$ cat config.mk
export PLATFORM = sky130hd
export DESIGN_NAME = debug_capture
export DESIGN_NICKNAME = d
export VERILOG_FILES = /design/src/rtl/debug_capture.sv
export SDC_FILE = /design/constraint.sdc
export NUM_CORES = 1
export LEC_CHECK = 0
export BUFFER_PORTS_ARGS = -buffer_cell sky130_fd_sc_hd__buf_2
export CAP_MARGIN = 20
export CORE_ASPECT_RATIO = 1.2
export CORE_UTILIZATION = 64
export DETAILED_ROUTE_END_ITERATION = 6
export PLACE_DENSITY_LB_ADDON = 0.12
export RECOVER_POWER = 25
export SYNTH_ARGS = -nofsm -noshare
export SYNTH_HDL_FRONTEND = slang
export SYNTH_SLANG_ARGS = --single-unit
$ cat constraint.sdc
create_clock -name PCLK -period 8.5 [get_ports PCLK]
set_input_delay 1.7 -clock PCLK [delete_from_list [all_inputs] [get_ports PCLK]]
set_output_delay 1.7 -clock PCLK [all_outputs]
set_load 0.005 [all_outputs]
$ cat src/rtl/debug_capture.sv
// Change-compressed logic capture of the debug bus: arm, masked trigger, then
// {value, delta_time} entries pushed into a FIFO on every bus change.
module debug_capture #(
  parameter int DEBUG_BUS_SIZE = 4,
  parameter int DEPTH          = 16,
  parameter int TS_WIDTH       = 12
) (
  input  logic                               PCLK,
  input  logic                               PRESETN,
  input  logic [DEBUG_BUS_SIZE-1:0]          debug_in,
  input  logic                               arm,
  input  logic                               abort,
  input  logic [DEBUG_BUS_SIZE-1:0]          trig_mask,
  input  logic [DEBUG_BUS_SIZE-1:0]          trig_value,
  input  logic                               rd_en,
  output logic [DEBUG_BUS_SIZE+TS_WIDTH-1:0] rd_data,
  output logic                               rd_valid,
  output logic [$clog2(DEPTH):0]             level,
  output logic [1:0]                         state
);

  localparam int AW = $clog2(DEPTH);
  localparam int LW = AW + 1;
  localparam int W  = DEBUG_BUS_SIZE + TS_WIDTH;

  localparam logic [1:0] ST_IDLE    = 2'd0;
  localparam logic [1:0] ST_ARMED   = 2'd1;
  localparam logic [1:0] ST_CAPTURE = 2'd2;
  localparam logic [1:0] ST_DONE    = 2'd3;

  logic [1:0]                state_q, state_d;
  logic [DEBUG_BUS_SIZE-1:0] s_q, sp_q;
  logic [TS_WIDTH-1:0]       ts_q, ts_d, wr_ts;
  logic [AW-1:0]             wptr_q, wptr_d, rptr_q, rptr_d;
  logic [LW-1:0]             level_q, level_d;
  logic [W-1:0]              rd_data_q, rd_data_d;
  logic                      rd_valid_q;
  logic [W-1:0]              mem_q [DEPTH];

  logic full, empty, rd_do, want_wr, wr_do, clear, trig, changed, ts_max;
  logic [W-1:0] wr_data;

  assign full    = (level_q == LW'(DEPTH));
  assign empty   = (level_q == '0);
  assign rd_do   = rd_en && !empty;
  assign trig    = ((s_q ^ trig_value) & trig_mask) == '0;
  assign changed = (s_q != sp_q);
  assign ts_max  = (ts_q == '1);
  assign wr_data = {s_q, wr_ts};
  // A required write into a full FIFO only proceeds when a pop frees the slot.
  assign wr_do   = want_wr && (!full || rd_do);

  always_comb begin
    state_d = state_q;
    ts_d    = ts_q;
    want_wr = 1'b0;
    wr_ts   = '0;
    clear   = 1'b0;
    if (abort) begin
      state_d = ST_IDLE;
    end else if (arm) begin
      state_d = ST_ARMED;
      clear   = 1'b1;
      ts_d    = '0;
    end else begin
      case (state_q)
        ST_ARMED: begin
          if (trig) begin
            want_wr = 1'b1;
            ts_d    = TS_WIDTH'(1);
            state_d = ST_CAPTURE;
          end
        end
        ST_CAPTURE: begin
          if (changed || ts_max) begin
            want_wr = 1'b1;
            wr_ts   = ts_q;
            ts_d    = TS_WIDTH'(1);
          end else begin
            ts_d = ts_q + TS_WIDTH'(1);
          end
        end
        default: ;
      endcase
    end

    level_d = level_q;
    wptr_d  = wptr_q;
    rptr_d  = rptr_q;
    if (clear) begin
      level_d = '0;
      wptr_d  = '0;
      rptr_d  = '0;
    end else begin
      if (wr_do) wptr_d = wptr_q + AW'(1);
      if (rd_do) rptr_d = rptr_q + AW'(1);
      if (wr_do && !rd_do) level_d = level_q + LW'(1);
      else if (rd_do && !wr_do) level_d = level_q - LW'(1);
    end
    if (wr_do && level_d == LW'(DEPTH)) state_d = ST_DONE;

    rd_data_d = rd_data_q;
    if (rd_do) rd_data_d = mem_q[rptr_q];
  end

  always_ff @(posedge PCLK or negedge PRESETN) begin
    if (!PRESETN) begin
      state_q    <= ST_IDLE;
      s_q        <= '0;
      sp_q       <= '0;
      ts_q       <= '0;
      wptr_q     <= '0;
      rptr_q     <= '0;
      level_q    <= '0;
      rd_data_q  <= '0;
      rd_valid_q <= 1'b0;
    end else begin
      state_q    <= state_d;
      s_q        <= debug_in;
      sp_q       <= s_q;
      ts_q       <= ts_d;
      wptr_q     <= wptr_d;
      rptr_q     <= rptr_d;
      level_q    <= level_d;
      rd_data_q  <= rd_data_d;
      rd_valid_q <= rd_do;
    end
  end

  always_ff @(posedge PCLK) begin
    if (wr_do) mem_q[wptr_q] <= wr_data;
  end

  assign rd_data  = rd_data_q;
  assign rd_valid = rd_valid_q;
  assign level    = level_q;
  assign state    = state_q;

endmodule

-- After elaboration in Yosys (flattened, before gate mapping)
Memory sizes are Yosys's and may differ from the RTL's. A register that Yosys moved wholly into a read port is not among the register bits.
Cells that the tools add are included.
- reductions and logical operators: 21
- bitwise logic cells: 3
- equal/unequal tests: 7
- muxes and demuxes: 29
- add/sub/neg operators: 5
- operator list (cell ; number):
    $mux 12 ; 7
    $pmux 12 s2 ; 1
    $mux 4 ; 4
    $mux 5 ; 3
    $add 12x1->12 const B ; 1
    $eq 12x12->1 const B ; 1
    $eq 5x5->1 const B ; 2
    $mux 2 ; 5
    $add 4x1->4 const B ; 2
    $mux 1 ; 8
    $reduce_bool 4->1 ; 2
    $add 5x1->5 const B ; 1
    $logic_and 1x1->1 ; 5
    $logic_not 1->1 ; 5
    $logic_not 5->1 ; 1
    $sub 5x1->5 const B ; 1
    $and 4x4->4 ; 1
    $logic_not 4->1 ; 1
    $ne 4x4->1 ; 1
    $reduce_bool 2->1 ; 2
    $xor 4x4->4 ; 1
    $ne 3x3->1 const B ; 1
    $reduce_and 3->1 ; 1
    $reduce_bool 3->1 ; 1
    6 further kinds ; 7
- output and inout port bits: 24
- register bits after elaboration: 36
- input bits: 17
- logic and storage cells: 74
- bits in writable memories: 256
- memories: 1
- memories (name ; depth ; bits a word ; rd ports ; clocked after memory_dff ; wr ports ; RTL line ; text):
    mem_q ; 16 ; 16 ; 1 ; 1 ; 1 ; 38 ; logic [W-1:0] mem_q [DEPTH];

-- Logic depth before layout (Yosys ltp)
- word-level depth: 17
- gate-level depth with buffers: 10
- depth with buffers taken out: 9

-- Least setup slack after synthesis
OpenSTA, ideal clock, no wires.
- path type: input-to-reg
- start point: input trig_value[2]
- end point: memory mem_q[5][0] (netlist name) (enable)
- path slack: 3.974 ns
- arrival: 4.117 ns
- required time: 8.091 ns
- library setup time: 0.409 ns
- stages: 6
- path buffers: 0
- path through: xor2_1 a222oi_1 nand2_2 a221oi_4 nand2_1 nor3_1
- cells in the longest elaborated chain, start to end: 10
- ends and longest elaborated chain (item ; RTL line ; text):
    start: declaration ; 14 ; input logic [DEBUG_BUS_SIZE-1:0] trig_value,
    $xor 4x4->4 ; 46 ; assign trig = ((s_q ^ trig_value) & trig_mask) == '0;
    $and 4x4->4 ; 46 ;
    $logic_not 4->1 ; 46 ;
    $mux 1 ; 68 ; if (trig) begin
    $pmux 1 s2 ; 66 ; case (state_q)
    $mux 1 ; 61 ; end else if (arm) begin
    $mux 1 ; 59 ; if (abort) begin
    $logic_and 1x1->1 ; 51 ; assign wr_do = want_wr && (!full || rd_do);
    $mux 1 ; 131 ; if (wr_do) mem_q[wptr_q] <= wr_data;
    $mux 1 (not written as such) ; 131 ;
    end: declaration ; 38 ;
Every way passes these cells.

-- Worst setup path in the final report
- start point: input trig_value[2]
- end point: memory mem_q[3][2] (netlist name) (enable)
Same word-level chain as after synthesis.

==> results.md <==
* Seq cells post-synth at roughly 310
* Failing checks: max-capacitance violations, max-slew violations
* Mapped cell area at between 10000 and 15000 sq um
* Vias post-DR at approximately 6.4k
* FILL cells at approximately 1.1k
* Setup Fix Bufs, Post-CTS at 0
* Post-synthesis mux area share at 0.147
* Final Max Tran Viols at 30
* Unrepaired setup endpoints after global routing: no
* Worst path required time at between 8 and 9 ns
* Finished Cell Area at around 14000 sq um
* Initial antenna violation count at 0
* Pin count of the biggest net entering global routing at 45
* Final hold viol count at 0
* First-pass GRT wire length at 39300 um
* H-tree Lvls at 1
* # rows at 55
* Die width at between 100 and 150 um
* CTS tree: built
* Die Y at 155 um
* Clk_lat worst skew at between 0.5 and 0.6 ns
* Final setup fails at 0
* Netlist cell types at 55
* Adder-cell area share of the yosys netlist at 0.0100
* Area Overhead vs Synth at 11.8%
* Worst setup SP type: input port
* Area contributors post-synth: edfxtp_1 (62%), mux4_2 (14%), dfrtp_1 (10%)
* Post_cts resized at 0
* Largest fanout on the critical path at 16
* Final hold slack at roughly 0.47 ns
* Vias in the first global route at roughly 6.5k
* Sequential fraction of the synthesis area at 0.721
* Highest clock rate at 233 MHz
* Total grt overflow at 0
* Hold WC Path Type: reg2reg
* Routability Congestion at 0.799
* Fraction of layout cells with a size suffix above 1 at 0.247
* Vias per cell at approximately 6.3
* N_diodes at 0
* Pwr Density at 262 nW/um^2
* Simple-gate share of the synthesized area at 0.0662
* Hold buffer count at CTS at 0
* Crit Path Class: in2reg
* Fin nets at roughly 760
* Global Route Usage Sum at 0.277
* Clock tree root driver cell: clkbuf_16
* Total core area at around 19000 sq um
* CTS Buf Count at 30
* Peak VDD IR at about 0.21 mV
* Initial Util at 0.656
* Detail Route Antenna Nets at 0
* YS warnings at 0
* Overall routed net length at 26000 um
* Placed Area at between 10000 and 15000 sq um
* Outcome: finished, violations left
* Most frequent cells in the layout: edfxtp_1 (256), mux4_2 (80), nand2_1 (66)
* Synth Area in Compound Gates at 0.0225
* Post-route DRC violation count at 0
* Max cap viols at 1
* Clock Skew at ~0.0091 ns
* Clock transition at path regs at roughly 0.06 ns
* Port bufs at 40
* Lkg Pwr at between 5 and 6 nW
* Final Util at 0.733
* Detailed Place HPWL at 16200 um
* Mapped Nets at between 600 and 700
* Die area at 20000 sq um
* Avg Inst Size Synth at about 19 sq um
* Largest area contributor in the netlist: edfxtp_1
* Final min period at 4.29 ns
* IO Pins at 41
* Num Clock Sinks at between 300 and 400
* Critical path arrival at between 4 and 5 ns
* Synth top area share at 0.617
* Crit. End Element: flop
* Worst Tran Pin Value at approximately 1.7 ns
* Xor and xnor area share after synthesis at 0.0169
* Gate Count Post-Synth at ~670
* Tcrit/Tclk final at 0.505
* Routed wire per std cell at 25.8 um
* Commonest non-fill, non-tap cell in the layout: edfxtp_1
* Main combinational cell family by area after synthesis: multiplexers
* DRT Pass-1 Iters at 5
* Setup_tns at 0 ns
* 1st-iter DRT viols at 639
* Relative slew slack at -0.129
* Clk buf depth at 3
per-stage QoR:
step,setup WS [ns],instances,total power [mW]
after floorplan,3.97,672,2.21
after global placement,3.65,950,2.37
after detailed placement,3.52,951,2.39
after CTS,4.06,1007,3.68
after global routing,3.85,1008,3.79
final,4.21,1008,3.65
layout make-up:
type                       count  area [sq um]  share of cell area
tap                          256           320              0.0230
timing repair buffer          56           299              0.0215
clock buffer                  45           868              0.0623
sequential                   308          8990               0.646
inverter                      15          56.3             0.00404
clock inverter                11           110             0.00790
multi-input combinational    317          3280               0.236
power breakdown:
part	leakage [nW]	internal, mW	total (mW)	switching, mW
logic	1.29	0.279	0.563	0.284
clock network	0.486	0.766	1.31	0.541
registers	3.26	1.68	1.78	0.104
total	5.03	2.72	3.65	0.929
final timing paths:
kind | endpoint | startpoint | slack [ns] | depth (start not counted)
worst max-delay path | mem_q[3][2] | trig_value[2] | 4.21 | 7
max in group asynchronous | rptr_q[0] | PRESETN | 4.55 | 2
worst min register to register | rd_data[10] | rd_data[10] | 0.47 | 2
worst min-delay path | rd_data[10] | rd_data[10] | 0.47 | 2
worst max register to register | mem_q[3][2] | s_q[2] | 4.33 | 7
min in group asynchronous | rd_data[10] | PRESETN | 1.50 | 1
flip-flops by register name (all words and copies together) (netlist names):
name	cells
state	2
s_q	4
mem_q	256
rd_data	16
rd_valid	1
wptr_q	4
rptr_q	4
ts_q	12
sp_q	4
level	5
cells by family (layout without fill, tap and decap cells):
group           after synthesis  after routing
fa+ha+maj                    10             10
mux                          82             82
xor+xnor                     24             24
buf+inv                      47            127
compound gates               36             36
simple gates                165            165
flops                       308            308
per-layer routing:
metal / track usage / vias up / routed length (um)
li1: - / 2743 / -
met1: 0.367 / 3294 / 9790
met2: 0.471 / 290 / 13500
met3: 0.0523 / 57 / 1890
met4: 0.0857 / 0 / 743
met5: 0 / - / 0
cell usage after synthesis (all sizes together):
master,number
a211o,1
a211oi,1
a21o,3
a21oi,10
a221oi,1
a222oi,1
a22oi,1
a311oi,1
a31oi,1
and2,19
and3,2
buf,17
clkbuf,15
dfrtp,52
edfxtp,256
ha,10
inv,15
mux2i,2
mux4,80
nand2,67
nand2b,2
nand3,10
nand3b,3
nand4,6
nor2,32
nor2b,2
nor3,11
nor3b,1
nor4,5
nor4b,1
o2111a,1
o211ai,1
o21ai,8
o21bai,1
o221ai,2
o22a,1
o31a,1
o31ai,1
or2,1
or3,1
or3b,1
or4,1
xnor2,15
xor2,9
critical path, stage by stage:
cell	delay [ns]
buf_2	0.11
xor2_1	0.15
a222oi_1	0.57
nand2_2	0.26
a221oi_4	0.56
nor3b_2	0.36
and2_1	0.74
Power figures use the tool's default switching activity.
